--- src/rtl/song_sequencer.sv ---
// ---------------------------------------------------------------------------
// song_sequencer
//
// Steps a square-wave tone generator through a melody held in an external
// synchronous note ROM. For each note the sequencer presents the ROM address
// (FETCH), captures the returned 24-bit tone period (LOAD), and then holds
// that period on the tone generator for a fixed number of clock cycles
// (PLAY). After the last address it wraps to address 0 and keeps looping.
// A single-cycle play_pause pulse starts, pauses and resumes playback. A
// single-cycle restart pulse returns playback to address 0.
//
// Parameters:
//   CYCLES_PER_NOTE  note duration in clk cycles (>= 1)
//   ADDR_WIDTH       note ROM address width
//   LAST_ADDR        last ROM address played before wrapping to 0
//
// Ports:
//   clk                 system clock, everything on the rising edge
//   rst_n               synchronous active-low reset
//   play_pause          single-cycle pulse: start / pause / resume
//   restart             single-cycle pulse: go back to address 0
//   rom_addr            note ROM read address
//   rom_data            note ROM data, valid one cycle after rom_addr
//                       (0 = rest)
//   tone_switch_period  period sent to the tone generator
//   output_enable       enable sent to the tone generator
//   playing             high in FETCH, LOAD and PLAY
//   state_dbg           current FSM state, for observation only
//
// Handshake: there is no valid/ready flow control here. Button inputs are
// one-cycle pulses that are acted on in the cycle they are sampled. The ROM
// is a fixed-latency read: an address held through FETCH returns its data
// during LOAD, and LOAD captures that data.
// ---------------------------------------------------------------------------
module song_sequencer #(
    parameter int CYCLES_PER_NOTE = 25_000_000,
    parameter int ADDR_WIDTH      = 9,
    parameter int LAST_ADDR       = 511
) (
    input  logic                  clk,
    input  logic                  rst_n,
    input  logic                  play_pause,
    input  logic                  restart,
    output logic [ADDR_WIDTH-1:0] rom_addr,
    input  logic [23:0]           rom_data,
    output logic [23:0]           tone_switch_period,
    output logic                  output_enable,
    output logic                  playing,
    output logic [2:0]            state_dbg
);

    // The counter only counts down from CYCLES_PER_NOTE-1, so clog2 bits
    // are enough. It is kept at least 1 bit wide for CYCLES_PER_NOTE = 1.
    localparam int CNT_W = (CYCLES_PER_NOTE > 1) ? $clog2(CYCLES_PER_NOTE) : 1;

    localparam logic [CNT_W-1:0]      CNT_LOAD  = CNT_W'(CYCLES_PER_NOTE - 1);
    localparam logic [CNT_W-1:0]      CNT_ONE   = CNT_W'(1);
    localparam logic [CNT_W-1:0]      CNT_ZERO  = '0;
    localparam logic [ADDR_WIDTH-1:0] ADDR_LAST = ADDR_WIDTH'(LAST_ADDR);
    localparam logic [ADDR_WIDTH-1:0] ADDR_ONE  = ADDR_WIDTH'(1);

    typedef enum logic [2:0] {
        S_IDLE   = 3'd0,
        S_FETCH  = 3'd1,
        S_LOAD   = 3'd2,
        S_PLAY   = 3'd3,
        S_PAUSED = 3'd4
    } state_t;

    state_t           state;
    logic [CNT_W-1:0] note_cnt;
    // Records a play_pause that arrives while a note is being fetched or
    // loaded. The pause is then applied on the first PLAY cycle.
    logic             pause_pending;

    assign state_dbg = state;

    always_ff @(posedge clk) begin
        if (!rst_n) begin
            state              <= S_IDLE;
            rom_addr           <= '0;
            tone_switch_period <= '0;
            output_enable      <= 1'b0;
            playing            <= 1'b0;
            note_cnt           <= CNT_ZERO;
            pause_pending      <= 1'b0;
        end else if (restart) begin
            // restart takes priority over play_pause. When a note sequence
            // is active, it starts again from address 0 at once. From IDLE
            // or PAUSED it goes back to the stopped state.
            rom_addr           <= '0;
            tone_switch_period <= '0;
            output_enable      <= 1'b0;
            pause_pending      <= 1'b0;
            if (state == S_FETCH || state == S_LOAD || state == S_PLAY) begin
                state   <= S_FETCH;
                playing <= 1'b1;
            end else begin
                state   <= S_IDLE;
                playing <= 1'b0;
            end
        end else begin
            case (state)
                S_IDLE: begin
                    output_enable <= 1'b0;
                    if (play_pause) begin
                        state   <= S_FETCH;
                        playing <= 1'b1;
                    end
                end

                // rom_addr is held through this cycle so the ROM can return
                // its data. The previous note keeps sounding.
                S_FETCH: begin
                    if (play_pause) begin
                        pause_pending <= 1'b1;
                    end
                    state <= S_LOAD;
                end

                S_LOAD: begin
                    if (play_pause) begin
                        pause_pending <= 1'b1;
                    end
                    tone_switch_period <= rom_data;
                    output_enable      <= (rom_data != 24'd0);
                    note_cnt           <= CNT_LOAD;
                    state              <= S_PLAY;
                end

                S_PLAY: begin
                    if (pause_pending || play_pause) begin
                        // The counter is frozen so that resuming finishes
                        // only the remaining part of the note.
                        state         <= S_PAUSED;
                        output_enable <= 1'b0;
                        playing       <= 1'b0;
                        pause_pending <= 1'b0;
                    end else if (note_cnt == CNT_ZERO) begin
                        rom_addr <= (rom_addr == ADDR_LAST) ? '0 : rom_addr + ADDR_ONE;
                        state    <= S_FETCH;
                    end else begin
                        note_cnt <= note_cnt - CNT_ONE;
                    end
                end

                S_PAUSED: begin
                    output_enable <= 1'b0;
                    if (play_pause) begin
                        state         <= S_PLAY;
                        playing       <= 1'b1;
                        output_enable <= (tone_switch_period != 24'd0);
                    end
                end

                default: begin
                    state         <= S_IDLE;
                    output_enable <= 1'b0;
                    playing       <= 1'b0;
                    pause_pending <= 1'b0;
                end
            endcase
        end
    end

endmodule

--- config.mk ---
export PLATFORM = sky130hd
export DESIGN_NAME = song_sequencer
export DESIGN_NICKNAME = d
export VERILOG_FILES = /design/src/rtl/song_sequencer.sv
export SDC_FILE = /design/constraint.sdc
export NUM_CORES = 1
export LEC_CHECK = 0
export CORE_ASPECT_RATIO = 1.5
export CORE_MARGIN = 2
export CORE_UTILIZATION = 55
export CTS_CLUSTER_DIAMETER = 40
export DETAILED_ROUTE_END_ITERATION = 8
export GPL_TIMING_DRIVEN = 0
export PLACE_DENSITY_LB_ADDON = 0.2
export SLEW_MARGIN = 20
export SYNTH_ARGS = -nofsm -noshare
export SYNTH_HDL_FRONTEND = slang
export SYNTH_SLANG_ARGS = --single-unit
--- constraint.sdc ---
create_clock -name clk -period 3.7 [get_ports clk]
set_clock_uncertainty 0.2 [all_clocks]
set_input_delay 1.11 -clock clk [delete_from_list [all_inputs] [get_ports clk]]
set_output_delay 1.11 -clock clk [all_outputs]
set_load 0.02 [all_outputs]
Yosys cells after proc, flatten, opt, wreduce, memory -nomap -nowiden:

Cells that the tools add are included.

* reductions and logical operators: 17
* add/subtract/negate cells: 2
* bitwise gates (word level): 5
* eq/ne operators: 15
* mux-type cells: 19

Operator list (number)
* two-way mux 25 bit: 2
* case mux 25 bit (2 select lines): 1
* nonzero test 24 bit: 2
* zero test 25 bit: 1
* subtractor 25 x 1 -> 25 bit, second input constant: 1
* two-way mux 3 bit: 5
* case mux 3 bit (5 select lines): 1
* AND reduction 3 bit: 4
* adder 9 x 1 -> 9 bit, second input constant: 1
* equality test 9 bit, second input constant: 1
* two-way mux 9 bit: 1
* equality test 3 x 2 -> 1 bit, second input constant: 2
* two-way mux 1 bit: 6
* inequality test 2 x 1 -> 1 bit, second input constant: 3
* inequality test 3 bit, second input constant: 2
* case mux 1 bit (3 select lines): 2
* OR reduction 2 bit: 3
* NOT 1 bit: 5
* inequality test 2 bit, second input constant: 2
* inequality test 4 x 2 -> 1 bit, second input constant: 1
* case mux 1 bit (4 select lines): 1
* AND reduction 4 bit: 1
* equality test 3 x 1 -> 1 bit, second input constant: 1
* equality test 3 bit, second input constant: 1
* other kinds (6): 8

* input port bits: 28
* output and inout port bits: 38
* register bits after elaboration: 64
* logic and storage cells: 65

Longest topological paths before layout:

* depth in word-level cells: 5
* depth in mapped cells: 8
* mapped depth without buffers: 8

Worst setup path after synthesis:

OpenSTA, ideal clock, no wires.

* kind: input to register
* from: input restart
* to: register note_cnt[16]
* setup time: 62 ps
* stages: 6
* path buffers: 1
* data required time: 3438 ps
* path slack: 808 ps
* arrival: 2629 ps
* cells stage by stage: clkbuf_8 -> nor3b_4 -> nand4_2 -> or4_1 -> or4_1 -> nand3_1

* cells in the longest elaborated chain, start to end: 2

RTL lines
* start, declared: RTL line 43 `input logic restart,`
* NOT 1 bit (no line)
* AND reduction 4 bit (no line)
* end signal, assigned: RTL line 143 `note_cnt <= note_cnt - CNT_ONE;`
* end, declared: RTL line 71 `logic [CNT_W-1:0] note_cnt;`

Every way passes these cells.
A chain may end at the register's enable or synchronous reset.

Worst setup path after layout:

* from: register state[2] (netlist: state_dbg[2])
* to: output state_dbg[2]

RTL lines
* start, declared: RTL line 70 `state_t state;`
* start signal, assigned: RTL line 80 `state <= S_IDLE;`
* start signal, assigned: RTL line 96 `state <= S_FETCH;`
* start signal, assigned: RTL line 99 `state <= S_IDLE;`
* end, declared: RTL line 49 `output logic [2:0] state_dbg`

No word-level cell between the ends.

==> flow_summary.yaml <==
detailed_routing:
  route.vias.total: 3154
  drt_drc_violations_left: 0
  drtPass1Iterations: 4
  detail_route.vias_per_cell: 5.94
  route.antenna.remaining_nets: 0
  detail_route.wl_per_cell_um: 15.4
  first_iter_violations: 157
  wirelength_um: 8150
yosys:
  async_reset_ff_frac: 0
  netlist.area_leader.share: 0.402
  ys_ff_latch: 64
  number_of_enable_flip_flop_cells_after_synthesis: 0
  synth.top_cells.by_area: "sky130_fd_sc_hd__dfxtp_1 40%, sky130_fd_sc_hd__nand2_1 8.1%, sky130_fd_sc_hd__a21oi_1 7.2%, sky130_fd_sc_hd__nor4_1 2.7%, sky130_fd_sc_hd__nor2_1 2.7%"
  synth-seq-area-share: 0.402
  syn_inst: 384
  syn-cell-area_sq_um: 3190
  yosys.area.top_type: "sky130_fd_sc_hd__dfxtp_1"
  synth_fp_nets: 416
  ys_types: 62
  synthMostInstantiatedCell: "sky130_fd_sc_hd__nand2_1"
  synthTopCellsByCount: "69 x sky130_fd_sc_hd__nand2_1, 64 x sky130_fd_sc_hd__dfxtp_1, 46 x sky130_fd_sc_hd__a21oi_1"
  yosys_warnings: 0
  postSynthAreaPerCell_sq_um: 8.30
  yosys_most_used_dff: "sky130_fd_sc_hd__dfxtp_1"
cells_and_area:
  areaGrowthSynthToFinish_pct: 27.3
  design_area_sq_um: 4060
  diodes: 0
  num-nets-final: 489
  post_route_cells_drive_above_1_share: 0.0784
pwr:
  p_sw_frac: 0.275
  total_power_per_unit_cell_area_nw_per_um2: 363
  total_power_mw: 1.47
  p_sw_mw: 0.406
  internal_power_mw: 1.07
  seqPwrFrac: 0.491
  leakage_nw: 1.39
  pwr-share-clk: 0.349
  vdd_ir_drop_max_uv: 234
  power.combinational.fraction: 0.160
global_routing:
  antenna_found_initial: 0
  grt_pass1_wl_um: 13600
  grt_remaining_overflow: 0
  first_global_vias: 3054
  global_route_usage_over_all_layers: 0.271
  largest_net_degree_at_the_start_of_global_routing: 11
timing:
  tightestPinTransition_ns: 0.665
  maxClockFrequency_mhz: 357
  report.final.slew_viol_count: 0
  timing.final.setup_violations: 0
  max-slew-margin-rel: 0.554
  fin_setup_tns_ns: 0
  period_needed_ns: 2.80
  rsz0062_at_grt: "no"
  min_period_over_period: 0.756
  final_report_hold_violation_count: 0
clock_network:
  postCtsSetupRepairBufs: 0
  cts_resized: 0
  cts_hold_buffers: 0
  clk_sinks: 64
  h-tree-depth: 3
  insertion_delay_ns: 0.35
  cts.clk_slew.worst_paths_ns: 0.06
  cts_made_buffers: 9
  cts_tree: "yes"
  clk_root_buffer_cell: "sky130_fd_sc_hd__clkbuf_8"
  cts.path.max_buffers: 2
worst_setup_path:
  data_required_time_at_the_worst_endpoint_ns: 2.39
  crit_slowest_cell: "sky130_fd_sc_hd__clkdlybuf4s50_1"
  crit_path_max_fanout: 7
  cp-start-kind: "register"
  cp.arrival_ns: 1.49
  timing.critical_path.cells: "clkdlybuf4s50_1"
  cpPeakStageDelay_ns: 0.67
  worst-path-buf-inv: 1
  cp-end-kind: "primary output"
  worst-setup-path-type: "reg2out"
  crit_family: "buffers and inverters"
floorplan:
  coreArea_sq_um: 5700
  die_area_sq_um: 6430
  die_height_um: 97.2
  start_util: 0.559
  pin_count: 66
  die_w_um: 66.2
  rows: 34
placement:
  finalWeightedCongestion: 0.893
  post_dp_cell_area_sq_um: 3900
  io_buffer_count: 62
  dp.final_hpwl_um: 6210
worst_hold_path:
  holdCritPathClass: "reg2reg"
flow_run:
  maxCapViolCount: 0
run_status:
  status: "finished, final reports clean"
==> layout by cell type (no fill, tap or decap), types with 3 or more instances in the layout <==
master	count
sky130_fd_sc_hd__a211oi_1	7
sky130_fd_sc_hd__nor2_1	23
sky130_fd_sc_hd__and4_1	4
sky130_fd_sc_hd__clkbuf_8	13
sky130_fd_sc_hd__a32o_1	5
sky130_fd_sc_hd__o31a_1	4
sky130_fd_sc_hd__nand2_1	69
sky130_fd_sc_hd__and3_1	6
sky130_fd_sc_hd__nor4b_1	3
sky130_fd_sc_hd__clkdlybuf4s50_1	62
sky130_fd_sc_hd__nor3_1	8
sky130_fd_sc_hd__nor4_1	14
sky130_fd_sc_hd__ha_1	4
sky130_fd_sc_hd__xnor2_1	9
sky130_fd_sc_hd__o21ai_0	10
sky130_fd_sc_hd__a21oi_1	46
sky130_fd_sc_hd__dfxtp_1	64
sky130_fd_sc_hd__nand3_1	9
sky130_fd_sc_hd__nor3b_1	6
sky130_fd_sc_hd__a31oi_1	6
sky130_fd_sc_hd__inv_1	7
sky130_fd_sc_hd__clkbuf_1	15
sky130_fd_sc_hd__nand4_1	4
sky130_fd_sc_hd__or4_1	5
==> through the flow <==
step | hold slack [ns] | std cells | utilization | worst slack (ns)
after floorplan | 0.291 | 384 | - | 0.808
after global placement | 0.257 | 518 | 0.684 | 0.632
after detailed placement | 0.266 | 518 | 0.684 | 0.606
after CTS | 0.273 | 531 | 0.712 | 0.883
after global routing | 0.296 | 531 | 0.712 | 0.800
final | 0.268 | 531 | 0.712 | 0.902
==> path summary, 6_finish.rpt <==
path / slack [ns] / cells past startpoint / start / end
max: 0.90 / 1 / state_dbg[2] / state_dbg[2]
min: 0.27 / 2 / tone_switch_period[4] / tone_switch_period[4]
max reg2reg: 1.00 / 5 / note_cnt[20] / rom_addr[4]
min reg2reg: 0.27 / 2 / tone_switch_period[4] / tone_switch_period[4]
==> registers in the layout, summed over array words and instances, names as in the netlist <==
register	flops
pause_pending	1
note_cnt	25
output_enable	1
state_dbg	3
playing	1
tone_switch_period	24
rom_addr	9
==> power by group through the flow <==
stage | Clock [mW] | Combinational, mW | Sequential [mW]
finish | 0.514 | 0.236 | 0.723
global route | 0.551 | 0.261 | 0.725
CTS | 0.523 | 0.235 | 0.722
detailed placement | 0 | 0.233 | 0.738
global placement | 0 | 0.228 | 0.737
floorplan | 0 | 0.147 | 0.740
==> final cells by class <==
type                    instances  area (sq um)
multi-input cells             294          1790
fillers                       474          1640
flip-flops and latches         64          1280
repair buffers                 62           621
clock buffers                  12           155
plain buffers                  19          95.1
well taps                      72          90.1
inverters                       7          26.3
clock inverters                 1          5.00
==> logic make-up after synthesis <==
logic type,count (synthesis),synth area share
multiplexers,1,0.00314
AND/OR/NAND/NOR,177,0.307
flip-flops,64,0.402
XOR/XNOR,11,0.0302
adder cells (fa/ha/maj),4,0.0157
AO/OA/AOI/OAI,101,0.204
buffers and inverters,26,0.0381
==> routing by layer <==
layer,wire length [um],GRT usage,share of wire
met1,3080,0.282,0.38
met2,4390,0.470,0.54
met3,511,0.0869,0.063
met4,170,0.141,0.021
met5,0,0,0
(Power assumes the default switching activity.)
